[config.mk]
export PLATFORM = sky130hd
export DESIGN_NAME = cmd_frame_parser
export DESIGN_NICKNAME = d
export VERILOG_FILES = /design/src/rtl/cmd_frame_pkg.sv /design/src/rtl/cmd_byte_fifo.sv /design/src/rtl/cmd_frame_parser.sv
export SDC_FILE = /design/constraint.sdc
export NUM_CORES = 1
export LEC_CHECK = 0
export ABC_AREA = 1
export BUFFER_PORTS_ARGS = -buffer_cell sky130_fd_sc_hd__buf_2
export CORE_UTILIZATION = 35
export CTS_BUF_LIST = sky130_fd_sc_hd__clkbuf_16
export CTS_CLUSTER_SIZE = 8
export DETAILED_ROUTE_END_ITERATION = 10
export PLACE_DENSITY = 0.59
export SETUP_SLACK_MARGIN = 0.3
export SYNTH_ARGS = -nofsm -noshare
export SYNTH_HDL_FRONTEND = slang
export SYNTH_SLANG_ARGS = --single-unit
[constraint.sdc]
create_clock -name clk -period 2.8 [get_ports clk]
set_clock_uncertainty 0.05 [all_clocks]
set_input_delay 0.42 -clock clk [delete_from_list [all_inputs] [get_ports clk]]
set_output_delay 0.42 -clock clk [all_outputs]
set_load 0.05 [all_outputs]
[src/rtl/cmd_frame_pkg.sv]
// Shared types and constants for the UART command-frame parser.
// States, status bytes returned to the host, and a small state-class helper.
package cmd_frame_pkg;

    typedef enum logic [2:0] {
        ST_IDLE,
        ST_REG,
        ST_LEN,
        ST_DATA,
        ST_ISSUE,
        ST_WAIT,
        ST_RESP
    } state_t;

    localparam logic [7:0] STAT_OK     = 8'hA5;
    localparam logic [7:0] STAT_NACK   = 8'hEE;
    localparam logic [7:0] STAT_BADLEN = 8'hE1;

    // States in which the parser is still collecting frame bytes from the host.
    function automatic logic is_rx_state(input state_t s);
        return (s == ST_IDLE) || (s == ST_REG) || (s == ST_LEN) || (s == ST_DATA);
    endfunction

endpackage

[src/rtl/cmd_byte_fifo.sv]
// Small show-ahead byte FIFO holding the write payload of one frame.
// A synchronous flush empties it regardless of concurrent push/pop.
module cmd_byte_fifo #(
    parameter int DEPTH = 16,
    parameter int WIDTH = 8
) (
    input  logic             clk,
    input  logic             rst,
    input  logic             flush,
    input  logic             wr_en,
    input  logic [WIDTH-1:0] wr_data,
    input  logic             rd_en,
    output logic [WIDTH-1:0] rd_data,
    output logic             empty,
    output logic             full
);
    localparam int AW = (DEPTH > 1) ? $clog2(DEPTH) : 1;
    localparam int CW = $clog2(DEPTH + 1);
    localparam logic [AW-1:0] PTR_LAST = AW'(DEPTH - 1);

    logic [WIDTH-1:0] mem [DEPTH];
    logic [AW-1:0]    wr_ptr, rd_ptr;
    logic [CW-1:0]    count;
    logic             push, pop;

    assign push    = wr_en & ~full;
    assign pop     = rd_en & ~empty;
    assign empty   = (count == '0);
    assign full    = (count == CW'(DEPTH));
    assign rd_data = mem[rd_ptr];

    always_ff @(posedge clk) begin
        if (push && !flush)
            mem[wr_ptr] <= wr_data;
    end

    always_ff @(posedge clk or posedge rst) begin
        if (rst) begin
            wr_ptr <= '0;
            rd_ptr <= '0;
            count  <= '0;
        end else if (flush) begin
            wr_ptr <= '0;
            rd_ptr <= '0;
            count  <= '0;
        end else begin
            if (push)
                wr_ptr <= (wr_ptr == PTR_LAST) ? '0 : wr_ptr + AW'(1);
            if (pop)
                rd_ptr <= (rd_ptr == PTR_LAST) ? '0 : rd_ptr + AW'(1);
            case ({push, pop})
                2'b10:   count <= count + CW'(1);
                2'b01:   count <= count - CW'(1);
                default: count <= count;
            endcase
        end
    end

endmodule

[src/rtl/cmd_frame_parser.sv]
// Parses host command frames from a UART byte stream into I2C transaction
// descriptors, buffers write payload, relays read data and returns a status byte.
module cmd_frame_parser
    import cmd_frame_pkg::*;
#(
    parameter int DATA_WIDTH     = 8,
    parameter int MAX_LEN        = 16,
    parameter int TIMEOUT_CYCLES = 100000
) (
    input  logic                  clk,
    input  logic                  rst,
    input  logic [DATA_WIDTH-1:0] s_axis_tdata,
    input  logic                  s_axis_tvalid,
    output logic                  s_axis_tready,
    output logic [DATA_WIDTH-1:0] m_axis_tdata,
    output logic                  m_axis_tvalid,
    input  logic                  m_axis_tready,
    output logic [6:0]            cmd_dev_addr,
    output logic [6:0]            cmd_reg_addr,
    output logic                  cmd_rw,
    output logic                  cmd_conv,
    output logic [7:0]            cmd_len,
    output logic                  cmd_valid,
    input  logic                  cmd_ready,
    output logic [DATA_WIDTH-1:0] m_wr_tdata,
    output logic                  m_wr_tvalid,
    input  logic                  m_wr_tready,
    input  logic [DATA_WIDTH-1:0] s_rd_tdata,
    input  logic                  s_rd_tvalid,
    output logic                  s_rd_tready,
    input  logic                  cmd_done,
    input  logic                  cmd_nack,
    output logic                  err_timeout
);
    localparam int              GW        = $clog2(TIMEOUT_CYCLES) + 1;
    localparam logic [GW-1:0]   GAP_LAST  = GW'(TIMEOUT_CYCLES - 1);
    localparam logic [7:0]      MAX_LEN_B = 8'(MAX_LEN);

    state_t          state, state_nx;
    logic [6:0]      dev_addr_q, reg_addr_q;
    logic            rw_q, conv_q;
    logic [7:0]      len_q, byte_cnt_q;
    logic [7:0]      status_q, status_nx;
    logic [GW-1:0]   gap_cnt_q;
    logic            err_timeout_q;

    logic            rx_accept, gap_expired, len_ok, timeout_hit;
    logic            fifo_flush, fifo_wr, fifo_rd, fifo_empty, fifo_full;
    logic [DATA_WIDTH-1:0] fifo_rd_data;

    // Gated by rst so the host sees no ready while the block is held in reset.
    assign s_axis_tready = ~rst & is_rx_state(state);
    assign rx_accept     = s_axis_tvalid & s_axis_tready;
    assign gap_expired   = (gap_cnt_q == GAP_LAST);
    assign len_ok        = (s_axis_tdata != '0) && (s_axis_tdata <= MAX_LEN_B);

    assign cmd_dev_addr = dev_addr_q;
    assign cmd_reg_addr = reg_addr_q;
    assign cmd_rw       = rw_q;
    assign cmd_conv     = conv_q;
    assign cmd_len      = len_q;
    assign m_wr_tdata   = fifo_rd_data;
    assign err_timeout  = err_timeout_q;

    cmd_byte_fifo #(
        .DEPTH (MAX_LEN),
        .WIDTH (DATA_WIDTH)
    ) u_payload_fifo (
        .clk     (clk),
        .rst     (rst),
        .flush   (fifo_flush),
        .wr_en   (fifo_wr),
        .wr_data (s_axis_tdata),
        .rd_en   (fifo_rd),
        .rd_data (fifo_rd_data),
        .empty   (fifo_empty),
        .full    (fifo_full)
    );

    always_comb begin
        state_nx      = state;
        status_nx     = status_q;
        timeout_hit   = 1'b0;
        fifo_flush    = 1'b0;
        fifo_wr       = 1'b0;
        fifo_rd       = 1'b0;
        cmd_valid     = 1'b0;
        m_axis_tvalid = 1'b0;
        m_axis_tdata  = '0;
        m_wr_tvalid   = 1'b0;
        s_rd_tready   = 1'b0;
        case (state)
            ST_IDLE: begin
                if (rx_accept)
                    state_nx = ST_REG;
            end
            ST_REG: begin
                if (rx_accept)
                    state_nx = ST_LEN;
                else if (gap_expired)
                    timeout_hit = 1'b1;
            end
            ST_LEN: begin
                if (rx_accept) begin
                    if (!len_ok) begin
                        state_nx  = ST_RESP;
                        status_nx = STAT_BADLEN;
                    end else begin
                        state_nx = rw_q ? ST_ISSUE : ST_DATA;
                    end
                end else if (gap_expired) begin
                    timeout_hit = 1'b1;
                end
            end
            ST_DATA: begin
                if (rx_accept) begin
                    fifo_wr = ~fifo_full;
                    if (byte_cnt_q == len_q - 8'd1)
                        state_nx = ST_ISSUE;
                end else if (gap_expired) begin
                    timeout_hit = 1'b1;
                end
            end
            ST_ISSUE: begin
                cmd_valid = 1'b1;
                if (cmd_ready)
                    state_nx = ST_WAIT;
            end
            ST_WAIT: begin
                if (rw_q) begin
                    m_axis_tvalid = s_rd_tvalid;
                    m_axis_tdata  = s_rd_tdata;
                    s_rd_tready   = m_axis_tready;
                end else begin
                    m_wr_tvalid = ~fifo_empty;
                    fifo_rd     = m_wr_tready & ~fifo_empty;
                end
                if (cmd_done) begin
                    state_nx   = ST_RESP;
                    status_nx  = cmd_nack ? STAT_NACK : STAT_OK;
                    fifo_flush = 1'b1;
                end
            end
            ST_RESP: begin
                m_axis_tvalid = 1'b1;
                m_axis_tdata  = status_q;
                if (m_axis_tready)
                    state_nx = ST_IDLE;
            end
            default: state_nx = ST_IDLE;
        endcase
        if (timeout_hit) begin
            state_nx   = ST_IDLE;
            fifo_flush = 1'b1;
        end
    end

    always_ff @(posedge clk or posedge rst) begin
        if (rst) begin
            state         <= ST_IDLE;
            status_q      <= '0;
            err_timeout_q <= 1'b0;
            dev_addr_q    <= '0;
            reg_addr_q    <= '0;
            rw_q          <= 1'b0;
            conv_q        <= 1'b0;
            len_q         <= '0;
            byte_cnt_q    <= '0;
            gap_cnt_q     <= '0;
        end else begin
            state         <= state_nx;
            status_q      <= status_nx;
            err_timeout_q <= timeout_hit;
            if (rx_accept) begin
                case (state)
                    ST_IDLE: {dev_addr_q, rw_q} <= s_axis_tdata;
                    ST_REG:  {conv_q, reg_addr_q} <= s_axis_tdata;
                    ST_LEN: begin
                        len_q      <= s_axis_tdata;
                        byte_cnt_q <= '0;
                    end
                    ST_DATA: byte_cnt_q <= byte_cnt_q + 8'd1;
                    default: ;
                endcase
            end
            // Inter-byte gap: an accepted byte always restarts the count, even on expiry.
            if ((state == ST_REG || state == ST_LEN || state == ST_DATA) &&
                !rx_accept && !gap_expired)
                gap_cnt_q <= gap_cnt_q + GW'(1);
            else
                gap_cnt_q <= '0;
        end
    end

endmodule

---- Word-level counts from Yosys, hierarchy flattened ----
Memory sizes are Yosys's and may differ from the RTL's.
Cells that the tools add are included.
operators by class
  $add $sub $neg .......................... 7
  $lt $le $gt $ge ......................... 1
  equality and inequality tests ........... 24
  muxes and demuxes ....................... 48
  bitwise logic cells ..................... 8
  reduce and logical (&&, ||, !) cells .... 27
operators by type and width
  operator                                              number
  one-hot mux 8 bit (2 select lines)                    3
  two-way mux 3 bit                                     11
  two-way mux 8 bit                                     4
  two-way mux 4 bit                                     6
  inequality test 3 bit (second input constant)         7
  one-hot mux 3 bit (7 select lines)                    1
  adder 18 x 1 -> 18 bit (second input constant)        1
  == test 18 x 17 -> 1 bit (second input constant)      1
  two-way mux 1 bit                                     18
  two-way mux 18 bit                                    1
  one-hot mux 5 bit (2 select lines)                    1
  == test 3 bit (second input constant)                 3
  adder 4 x 1 -> 4 bit (second input constant)          2
  adder 8 x 1 -> 8 bit (second input constant)          1
  == test 4 bit (second input constant)                 2
  == test 8 bit                                         1
  <= comparator 8 x 5 -> 1 bit (second input constant)  1
  AND reduction 2 bit                                   4
  AND reduction 8 bit                                   1
  nonzero test 2 bit                                    4
  nonzero test 8 bit                                    1
  subtractor 8 x 1 -> 8 bit (second input constant)     1
  two-way mux 7 bit                                     1
  == test 3 x 2 -> 1 bit (second input constant)        2
  other kinds (20)                                      37
word-level totals
  flip-flop bits (word level) ............. 75
  memory bits (writable) .................. 128
  input bits .............................. 25
  output and inout port bits .............. 46
  logic and storage cells ................. 129
  memories kept ........................... 1
memories
  name                depth  bits a word  read ports  clocked after Yosys merged registers in  write ports  line                 RTL
  u_payload_fifo.mem  16     8            1           0                                        1            cmd_byte_fifo.sv:21  logic [WIDTH-1:0] mem [DEPTH];

---- Depth between registers and ports, before layout ----
Gate-level depths: netlist (run 1).
  depth in word-level cells ............... 13
  depth in mapped cells ................... 17
  mapped depth without buffers ............ 16

---- Hierarchy ----
Synthesis (run 1) repeated with hierarchy kept, for this count alone.
second synthesis, totals
  cells, all modules ...................... 919
  area, all modules ....................... 9305.2 sq um
modules (own cells, without submodules)
  module            times used  cells each  area an instance (sq um)  seq. area each (sq um)
  cmd_byte_fifo     1           501         6043.3                    4169.0
  cmd_frame_parser  1           418         3261.9                    1476.4

---- Least setup slack after synthesis (run 1) ----
No wires, ideal clock.
  path type ............................... register -> output
  from .................................... reg rw_q (netlist: cmd_rw)
  to ...................................... out m_axis_tvalid
  data arrival time ....................... 1.982 ns
  data required time ...................... 2.330 ns
  slack ................................... 0.348 ns
  cell stages (with the launch flop) ...... 3
  buffers on the path ..................... 0
  cells stage by stage .................... dfrtp_1 > nand2_1 > o21ai_0
between the ends
  word-level cells in the longest chain between the ends .. 2
RTL lines
  element                             line                     RTL
  from (decl)                         cmd_frame_parser.sv:41   logic rw_q, conv_q;
  from (signal assigned)              cmd_frame_parser.sv:176  ST_IDLE: {dev_addr_q, rw_q} <= s_axis_tdata;
  two-way mux 1 bit                   cmd_frame_parser.sv:130  if (rw_q) begin
  one-hot mux 1 bit (2 select lines)  cmd_frame_parser.sv:92   case (state)
  to (decl)                           cmd_frame_parser.sv:16   output logic m_axis_tvalid,
No other way between the ends.

---- Final worst setup path (run 1) ----
  from .................................... reg u_payload_fifo.rd_ptr[0]
  to ...................................... out m_wr_tdata[0]
between the ends
  word-level cells in the longest chain between the ends .. 1
RTL lines
  element                   line                    RTL
  from (decl)               cmd_byte_fifo.sv:22     logic [AW-1:0] wr_ptr, rd_ptr;
  from (signal assigned)    cmd_byte_fifo.sv:50     rd_ptr <= (rd_ptr == PTR_LAST) ? '0 : rd_ptr + AW'(1);
  memory read (16 x 8 bit)  n/a
  to (decl)                 cmd_frame_parser.sv:25  output logic [DATA_WIDTH-1:0] m_wr_tdata,
No other way between the ends.

==> flow_summary.rst, run 1 <==
.. list-table::
   :header-rows: 1

   * - Metric
     - Value
   * - Post-synthesis net count
     - 896
   * - Antenna diode count
     - 0
   * - Deepest level of the CTS H-tree
     - 4
   * - Crit path largest cell delay
     - 0.44 ns
   * - Global-route wire length before repair
     - 34,900 um
   * - Total via count in the routed design
     - 6,568
   * - Average wire per standard cell
     - 17.2 um
   * - Final setup violating endpoints
     - 0
   * - Detailed-route vias per instance
     - 5.04
   * - Layout cells sized above 1
     - 19.6%
   * - Critical Path, Cell by Cell
     - buf_12 > mux2i_2 > o221ai_1 > o211ai_1 > nand2_1 > buf_4
   * - Dominant register cell in the synthesized netlist
     - sky130_fd_sc_hd__edfxtp_1
   * - Library cell with the largest summed area after synthesis
     - sky130_fd_sc_hd__edfxtp_1
   * - Initial antenna violation count
     - 0
   * - Worst setup slack before clock tree synthesis
     - 0.439 ns
   * - Area share of the largest cell type after synthesis
     - 42.2%
   * - Setup crit end
     - m_wr_tdata[0]
   * - DRT iter0 DRCs
     - 534
   * - CP Data Required Time
     - 2.33 ns
   * - Layout area overhead
     - 18.9%
   * - Final count of pins violating max slew
     - 0
   * - Crit path time final
     - 2.52 ns
   * - Remaining design rule violation count
     - 0
   * - Root Buffer
     - sky130_fd_sc_hd__clkbuf_16
   * - Largest net degree at the start of global routing
     - 43
   * - Setup WS post-layout
     - 0.279 ns
   * - Setup TNS after final layout
     - 0 ns
   * - Clk sinks
     - 200
   * - Final Power
     - 10.6 mW
   * - Synth Warn #
     - 0
   * - Number of port buffers
     - 70
   * - Horizontal die dimension
     - 163 um
   * - Static power due to leakage
     - 4.37 nW
   * - Average cell area after synthesis
     - 10.6 um^2
   * - Cell depth of the worst setup path
     - 6
   * - RR Endpoint
     - u_payload_fifo.mem[12][1]
   * - Number of primary I/O pins
     - 71
   * - Count of state elements after synthesis
     - 200
   * - Post-layout net count
     - 995
   * - Pwr Density
     - 982 nW/um^2
   * - Cell type of the slowest stage on the worst timing path
     - sky130_fd_sc_hd__dfrtp_2
   * - Max clock buf depth
     - 2
   * - Initial standard-cell utilization of the core
     - 36.0%
   * - Cell area after synthesis
     - 9110 um^2
   * - Die outline area
     - 26,700 um^2
   * - Post-detail-place hpwl
     - 15,200 um
   * - Flop2flop setup slack
     - 0.60 ns
   * - Element type at the critical path start
     - flip-flop
   * - Post-Synthesis Cells
     - 862
   * - CTS tree
     - done
   * - Height of the chip
     - 163 um
   * - Drt pass-1 iters
     - 5
   * - Worst setup EP type
     - primary output
   * - Util after Layout
     - 42.8%
   * - Top area cells in the synthesized netlist
     - sky130_fd_sc_hd__edfxtp_1 (42%), sky130_fd_sc_hd__dfrtp_1 (20%), sky130_fd_sc_hd__nand2_1 (5.6%)
   * - CORE AREA
     - 25,300 um^2
   * - Met2 demand-to-capacity share in global routing
     - 28.0%
   * - Layer with the highest usage
     - met2
   * - Global-route usage over all layers
     - 17.3%
   * - Category of cells accounting for the largest share of critical-path delay
     - flip-flops
   * - Beginning of the worst register-to-register path
     - state[2]
   * - Met3 GRT Util
     - 3.07%
   * - Worst ir drop on vdd
     - 0.00108 V
   * - Worst setup path start
     - u_payload_fifo.rd_ptr[0]
   * - Routed Antenna Nets
     - 0
   * - Cell variety after synth
     - 48
   * - Slew Limit Headroom
     - 46.5%
   * - Insertion delay of the later-clocked pin in the worst-skew pair
     - 0.45 ns
   * - Via count of the first global-routing pass
     - 6,358
   * - Aggregate routed wire length
     - 22,500 um
   * - Final Cycle Share
     - 90.0%
   * - Final weighted congestion in routability-driven placement
     - 0.818
   * - Crit Path Class
     - flip-flop to primary output
   * - Fmax
     - 397 MHz
   * - Setup repair after global routing missed its margin
     - yes
   * - Worst Path Buf+Inv
     - 2
   * - Final hold violation count
     - 0
   * - Number of CTS-inserted buffers
     - 17
   * - Count of flip-flops with a built-in enable after synthesis
     - 128
   * - Remaining global-route overflow
     - 0
   * - Worst Path Max Fanout
     - 30
   * - Max Cap Violations
     - 0
   * - GR Layer Usage met1
     - 23.3%
   * - R2R cell count
     - 9
   * - Row count
     - 58
   * - Share of the yosys chip area belonging to registers
     - 62.0%
   * - Clk pin slew, worst setup/hold paths
     - 0.08 ns
   * - Transition time at the pin with the least slew margin
     - 0.796 ns
   * - Run status
     - completed
   * - Hold Path Class
     - input pin to flip-flop
   * - Arrival time of data at the critical path endpoint
     - 2.05 ns
   * - Ys async rst share
     - 36.0%
## registers in the layout (all words and copies together), names as in the netlist
signal,cells
byte_cnt_q,8
err_timeout,1
u_payload_fifo.wr_ptr,4
u_payload_fifo.count,5
cmd_conv,1
status_q,5
u_payload_fifo.mem,128
state,3
cmd_reg_addr,7
cmd_len,8
u_payload_fifo.rd_ptr,4
cmd_dev_addr,7
gap_cnt_q,18
cmd_rw,1
## power breakdown
part / internal [mW] / switching [mW] / total (mW)
Combinational: 1.27 / 2.99 / 4.26
Sequential: 3.47 / 0.382 / 3.85
Clock: 1.23 / 1.28 / 2.51
Total: 5.97 / 4.66 / 10.6
## area by class of cell
class                   count  area (um^2)
clock buffers              17          425
repair buffers            110          781
clock inverters            15          188
inverters                  85          324
fillers                  2387        14500
well taps                 330          413
flip-flops and latches    200         5650
multi-input cells         547         3050
## repair_timing
item                                   CTS  global route
buffers inserted                         1             5
hold buffers                             1             0
pin swaps                                0             0
resized for setup                       18            15
setup endpoints to repair                8            23
cloned                                   0             2
endpoints found under the hold margin   20             0
## synth_stat cells, types with 2 or more instances
cell type                  number
sky130_fd_sc_hd__a22oi_1        2
sky130_fd_sc_hd__o221ai_1      24
sky130_fd_sc_hd__dfrtp_1       72
sky130_fd_sc_hd__nor3_2         3
sky130_fd_sc_hd__nor3_1        10
sky130_fd_sc_hd__mux2i_1       24
sky130_fd_sc_hd__nand2_1      135
sky130_fd_sc_hd__o21a_1         3
sky130_fd_sc_hd__inv_1         79
sky130_fd_sc_hd__a21oi_1       12
sky130_fd_sc_hd__clkbuf_1      21
sky130_fd_sc_hd__buf_6          2
sky130_fd_sc_hd__nand3_1       43
sky130_fd_sc_hd__o22ai_1        6
sky130_fd_sc_hd__nor2_1       115
sky130_fd_sc_hd__nor2_4         3
sky130_fd_sc_hd__nand3_2        2
sky130_fd_sc_hd__o32ai_1        7
sky130_fd_sc_hd__edfxtp_1     128
sky130_fd_sc_hd__o21ai_0       81
sky130_fd_sc_hd__nand2_2        8
sky130_fd_sc_hd__nand2_4        2
sky130_fd_sc_hd__clkinv_1       2
sky130_fd_sc_hd__nor2_2         7
sky130_fd_sc_hd__o21ai_2        2
sky130_fd_sc_hd__xor2_1        13
sky130_fd_sc_hd__nand4_1       11
sky130_fd_sc_hd__inv_2          3
sky130_fd_sc_hd__o211ai_1       7
sky130_fd_sc_hd__nor4_1         3
sky130_fd_sc_hd__buf_2          7
sky130_fd_sc_hd__ha_1           9
## worst min path at each step
stage / start / end / slack, ns / cells after the start
after floorplan: status_q[5] / status_q[5] / 0.38 / 2
after global placement: status_q[5] / status_q[5] / 0.40 / 2
after detailed placement: status_q[5] / status_q[5] / 0.40 / 2
after CTS: cmd_nack / status_q[0] / 0.11 / 2
after global routing: cmd_nack / status_q[0] / 0.13 / 2
final: cmd_nack / status_q[0] / 0.13 / 2
## cell usage in the layout (no fill, tap or decap), types with 5 or more instances in the layout
| cell | Yosys | layout |
|---|---|---|
| sky130_fd_sc_hd__nor2_1 | 115 | 114 |
| sky130_fd_sc_hd__o21ai_0 | 81 | 80 |
| sky130_fd_sc_hd__dfrtp_1 | 72 | 70 |
| sky130_fd_sc_hd__clkinv_8 | 0 | 5 |
| sky130_fd_sc_hd__clkbuf_16 | 0 | 19 |
| sky130_fd_sc_hd__inv_1 | 79 | 76 |
| sky130_fd_sc_hd__nand4_1 | 11 | 11 |
| sky130_fd_sc_hd__nor3_1 | 10 | 9 |
| sky130_fd_sc_hd__mux2i_1 | 24 | 22 |
| sky130_fd_sc_hd__a21oi_1 | 12 | 12 |
| sky130_fd_sc_hd__buf_12 | 0 | 5 |
| sky130_fd_sc_hd__ha_1 | 9 | 9 |
| sky130_fd_sc_hd__o211ai_1 | 7 | 7 |
| sky130_fd_sc_hd__nor2_2 | 7 | 8 |
| sky130_fd_sc_hd__buf_2 | 7 | 60 |
| sky130_fd_sc_hd__inv_2 | 3 | 5 |
| sky130_fd_sc_hd__o221ai_1 | 24 | 23 |
| sky130_fd_sc_hd__xor2_1 | 13 | 13 |
| sky130_fd_sc_hd__nand3_1 | 43 | 43 |
| sky130_fd_sc_hd__nand2_1 | 135 | 134 |
| sky130_fd_sc_hd__o32ai_1 | 7 | 5 |
| sky130_fd_sc_hd__nand2_2 | 8 | 9 |
| sky130_fd_sc_hd__edfxtp_1 | 128 | 128 |
| sky130_fd_sc_hd__buf_4 | 0 | 37 |
| sky130_fd_sc_hd__o22ai_1 | 6 | 6 |
## layer usage
metal | vias to the layer above | part of all wire, %
li1 | 3203 | -
met1 | 3147 | 46
met2 | 181 | 47
met3 | 37 | 4.8
met4 | 0 | 2.1
met5 | - | 0
## cell families (layout without fill, tap and decap cells)
logic type	count (synthesis)	after routing	share of synthesized area, %
multiplexers	24	24	2.64
XOR/XNOR	15	15	1.59
AO/OA/AOI/OAI	153	153	10.7
buffers and inverters	115	227	5.01
adder cells (fa/ha/maj)	9	9	1.24
flip-flops	200	200	62.0
AND/OR/NAND/NOR	346	346	16.9
## stage by stage
step / std cells / area (um^2) / hold slack (ns)
detailed placement: 1263 / 10000 / 0.404
global route: 1304 / 10800 / 0.135
CTS: 1297 / 10700 / 0.113
floorplan: 862 / 9110 / 0.378
global placement: 1263 / 10000 / 0.403
finish: 1304 / 10800 / 0.131
Power figures use the tool's default switching activity.
==> run 2, diff against run 1 <==
--- a/config.mk
+++ b/config.mk
@@ -9,10 +9,11 @@
 export BUFFER_PORTS_ARGS = -buffer_cell sky130_fd_sc_hd__buf_2
 export CORE_UTILIZATION = 35
 export CTS_BUF_LIST = sky130_fd_sc_hd__clkbuf_16
-export CTS_CLUSTER_SIZE = 8
 export DETAILED_ROUTE_END_ITERATION = 10
 export PLACE_DENSITY = 0.59
 export SETUP_SLACK_MARGIN = 0.3
+export SKIP_CTS_REPAIR_TIMING = 1
 export SYNTH_ARGS = -nofsm -noshare
 export SYNTH_HDL_FRONTEND = slang
+export SYNTH_HIERARCHICAL = 1
 export SYNTH_SLANG_ARGS = --single-unit
==> flow_summary.rst, run 2 <==
.. list-table::
   :header-rows: 1

   * - Metric
     - Value
   * - Final weighted congestion in routability-driven placement
     - 0.812 (-0.78%)
   * - Final count of pins violating max slew
     - 0 (unchanged)
   * - Antenna diode count
     - 0 (unchanged)
   * - Fmax
     - 394 MHz (-0.68%)
   * - Synth Warn #
     - 6 (+6)
   * - Global-route wire length before repair
     - 36,000 um (+3.3%)
   * - Average wire per standard cell
     - 17.3 um (+0.23%)
   * - Post-detail-place hpwl
     - 15,900 um (+4.6%)
   * - Cell area after synthesis
     - 9310 um^2 (+2.1%)
   * - Most common cell after layout, fill and taps aside
     - sky130_fd_sc_hd__nor2_1
   * - Worst Path Max Fanout
     - 10 (-67%)
   * - Initial antenna violation count
     - 0 (unchanged)
   * - Remaining global-route overflow
     - 0 (unchanged)
   * - DRT iter0 DRCs
     - 537 (+0.56%)
   * - Element type at the critical path start
     - flip-flop
   * - Share of the yosys chip area belonging to registers
     - 60.7% (-1.3 points)
   * - Post-Synthesis Cells
     - 919 (+6.6%)
   * - Number of CTS-inserted buffers
     - 17 (unchanged)
   * - Deepest level of the CTS H-tree
     - 4 (unchanged)
   * - Static power due to leakage
     - 4.54 nW (+3.9%)
   * - Height of the chip
     - 165 um (+1.0%)
   * - Remaining design rule violation count
     - 0 (unchanged)
   * - Insertion delay of the later-clocked pin in the worst-skew pair
     - 0.44 ns (about the same)
   * - Via count of the first global-routing pass
     - 6,520 (+2.5%)
   * - Top register by number of flip-flops
     - u_payload_fifo/mem
   * - Aggregate routed wire length
     - 23,700 um (+5.5%)
   * - Row count
     - 59 (+1.7%)
   * - Detailed-route vias per instance
     - 5.00 (-0.77%)
   * - Slew Limit Headroom
     - 45.7% (-0.87 points)
   * - Library cell with the largest summed area after synthesis
     - sky130_fd_sc_hd__edfxtp_1
   * - Hold Path Class
     - input pin to async pin
   * - Post-synthesis net count
     - 956 (+6.7%)
   * - Crit Path Class
     - flip-flop to primary output
   * - Regs by FF count
     - u_payload_fifo/mem: 128 flops, gap_cnt_q: 18 flops
   * - Routed Antenna Nets
     - 0 (unchanged)
   * - Max clock buf depth
     - 2 (unchanged)
   * - Most common cell in the synthesized netlist
     - sky130_fd_sc_hd__nor2_1
   * - Commonest cells in the synthesized netlist
     - sky130_fd_sc_hd__nor2_1 (136), sky130_fd_sc_hd__nand2_1 (133), sky130_fd_sc_hd__edfxtp_1 (128)
   * - Ys async rst share
     - 36.0% (unchanged)
   * - Number of primary I/O pins
     - 71 (unchanged)
   * - Setup TNS after final layout
     - 0 ns (unchanged)
   * - Worst setup EP type
     - primary output
   * - Horizontal die dimension
     - 165 um (+1.0%)
   * - Max reg flops
     - 128 (unchanged)
   * - Largest net degree at the start of global routing
     - 54 (+26%)
   * - CTS tree
     - done
   * - Initial standard-cell utilization of the core
     - 35.7% (-0.26 points)
   * - Final Cycle Share
     - 90.7% (+0.62 points)
   * - Worst ir drop on vdd
     - 0.00130 V (+19%)
   * - Count of flip-flops with a built-in enable after synthesis
     - 128 (unchanged)
   * - Arrival time of data at the critical path endpoint
     - 2.07 ns (+0.02 ns)
   * - Filler Cells Inserted
     - 2,460 (+3.1%)
   * - Run status
     - completed
   * - Root Buffer
     - sky130_fd_sc_hd__clkbuf_16
   * - Clk sinks
     - 200 (unchanged)
   * - Crit path time final
     - 2.54 ns (+0.0173 ns)
   * - Dominant register cell in the synthesized netlist
     - sky130_fd_sc_hd__edfxtp_1
   * - Final hold violation count
     - 0 (unchanged)
   * - Top area cells in the synthesized netlist
     - sky130_fd_sc_hd__edfxtp_1 (41%), sky130_fd_sc_hd__dfrtp_1 (19%), sky130_fd_sc_hd__o21ai_0 (6.1%)
   * - Clk pin slew, worst setup/hold paths
     - 0.07 ns (about the same)
   * - Average cell area after synthesis
     - 10.1 um^2 (-4.2%)
   * - Global-route usage over all layers
     - 17.6% (+0.35 points)
   * - Pwr Density
     - 1020 nW/um^2 (+3.4%)
   * - Post-layout net count
     - 1,061 (+6.6%)
   * - Layout area overhead
     - 19.8%
   * - Final setup violating endpoints
     - 0 (unchanged)
   * - Commonest non-fill, non-tap cells in the layout
     - sky130_fd_sc_hd__nor2_1 (129), sky130_fd_sc_hd__edfxtp_1 (128), sky130_fd_sc_hd__nand2_1 (127)
   * - Layout cells sized above 1
     - 22.1% (+2.5 points)
   * - Max Cap Violations
     - 0 (unchanged)
   * - Count of state elements after synthesis
     - 200 (unchanged)
   * - Transition time at the pin with the least slew margin
     - 0.812 ns (+0.0162 ns)
   * - Number of port buffers
     - 70 (unchanged)
   * - Flop2flop setup slack
     - 0.27 ns (-0.33 ns)
   * - CP Data Required Time
     - 2.33 ns (about the same)
   * - Area share of the largest cell type after synthesis
     - 41.3% (-0.89 points)
   * - Drt pass-1 iters
     - 5 (unchanged)
   * - Die outline area
     - 27,200 um^2 (+2.1%)
   * - Cell variety after synth
     - 47 (-2.1%)
   * - CORE AREA
     - 26,100 um^2 (+2.9%)
   * - Final Power
     - 11.3 mW (+6.5%)
   * - Setup repair after global routing missed its margin
     - yes
   * - Total via count in the routed design
     - 6,857 (+4.4%)
## run 2: cell count changes after synthesis, moves of 7 or more
cell                       previous run  this run
sky130_fd_sc_hd__o21ai_0             81       113
sky130_fd_sc_hd__o211ai_1             7        33
sky130_fd_sc_hd__mux2i_1             24         0
sky130_fd_sc_hd__o221ai_1            24         0
sky130_fd_sc_hd__nor2_1             115       136
sky130_fd_sc_hd__a21oi_1             12        28
sky130_fd_sc_hd__clkbuf_1            21         8
sky130_fd_sc_hd__nand3_1             43        54
sky130_fd_sc_hd__xor2_1              13         5
sky130_fd_sc_hd__inv_2                3        10
sky130_fd_sc_hd__o32ai_1              7         0
## run 2: report_power, final
part           switching (mW)  internal (mW)  total [mW]
Combinational            3.42           1.68        5.10
Sequential              0.361           3.49        3.85
Clock                    1.19           1.17        2.36
## run 2: path summary, 6_finish.rpt
kind	from	endpoint	depth (start not counted)
worst max-delay path	u_payload_fifo/rd_ptr[0]	m_wr_tdata[5]	8
worst min-delay path	rst	u_payload_fifo/count[2]	2
worst max register to register	state[0]	u_payload_fifo/mem[6][7]	10
worst min register to register	status_q[5]	status_q[5]	2
max in group asynchronous	rst	cmd_dev_addr[1]	3
min in group clk	cmd_nack	status_q[6]	3
## run 2: per-stage QoR
stage	instance area, um^2	utilization (%)	cells	worst slack, ns	hold WS, ns
after floorplan	9370	-	919	-0.0734	0.247
final	11100	42.8	1372	0.262	0.00218
after detailed placement	10200	39.1	1323	0.164	0.400
after global routing	11100	42.8	1372	0.0681	0.0465
after global placement	10200	39.1	1323	0.196	0.399
after CTS	10700	41.2	1355	0.100	0.0287
## run 2: critical path, stage by stage, from the launching register on
cell	delay [ns]
sky130_fd_sc_hd__dfrtp_2	0.49
sky130_fd_sc_hd__clkinv_4	0.14
sky130_fd_sc_hd__buf_4	0.13
sky130_fd_sc_hd__clkbuf_16	0.15
sky130_fd_sc_hd__o21ai_0	0.07
sky130_fd_sc_hd__o211ai_1	0.25
sky130_fd_sc_hd__nand3_1	0.13
sky130_fd_sc_hd__nand2_2	0.11
sky130_fd_sc_hd__buf_6	0.16
## run 2: kinds of logic (layout without fill, tap and decap cells)
| group | after synthesis | count (layout) | synth area share, % |
|---|---|---|---|
| XOR/XNOR | 10 | 10 | 0.941 |
| AND/OR/NAND/NOR | 388 | 388 | 19.6 |
| buffers and inverters | 122 | 240 | 5.86 |
| flip-flops | 200 | 200 | 60.7 |
| adder cells (fa/ha/maj) | 12 | 12 | 1.69 |
| AO/OA/AOI/OAI | 187 | 187 | 11.2 |
## run 2: area by class of cell
class / instances / area, um^2 / share of cell area [%]
Clock buffer: 17 / 425 / 3.82
Timing Repair Buffer: 116 / 900 / 8.07
Multi-Input combinational cell: 597 / 3240 / 29.1
Inverter: 92 / 373 / 3.34
Clock inverter: 15 / 140 / 1.26
Sequential cell: 200 / 5650 / 50.7
Tap cell: 335 / 419 / 3.76
## run 2: metal layers
layer	wire (um)	global-route usage, %	share of wire (%)
met1	10700	23.3	45
met3	1180	3.57	5.0
met4	189	3.88	0.80
met2	11600	29.6	49
met5	0	0	0
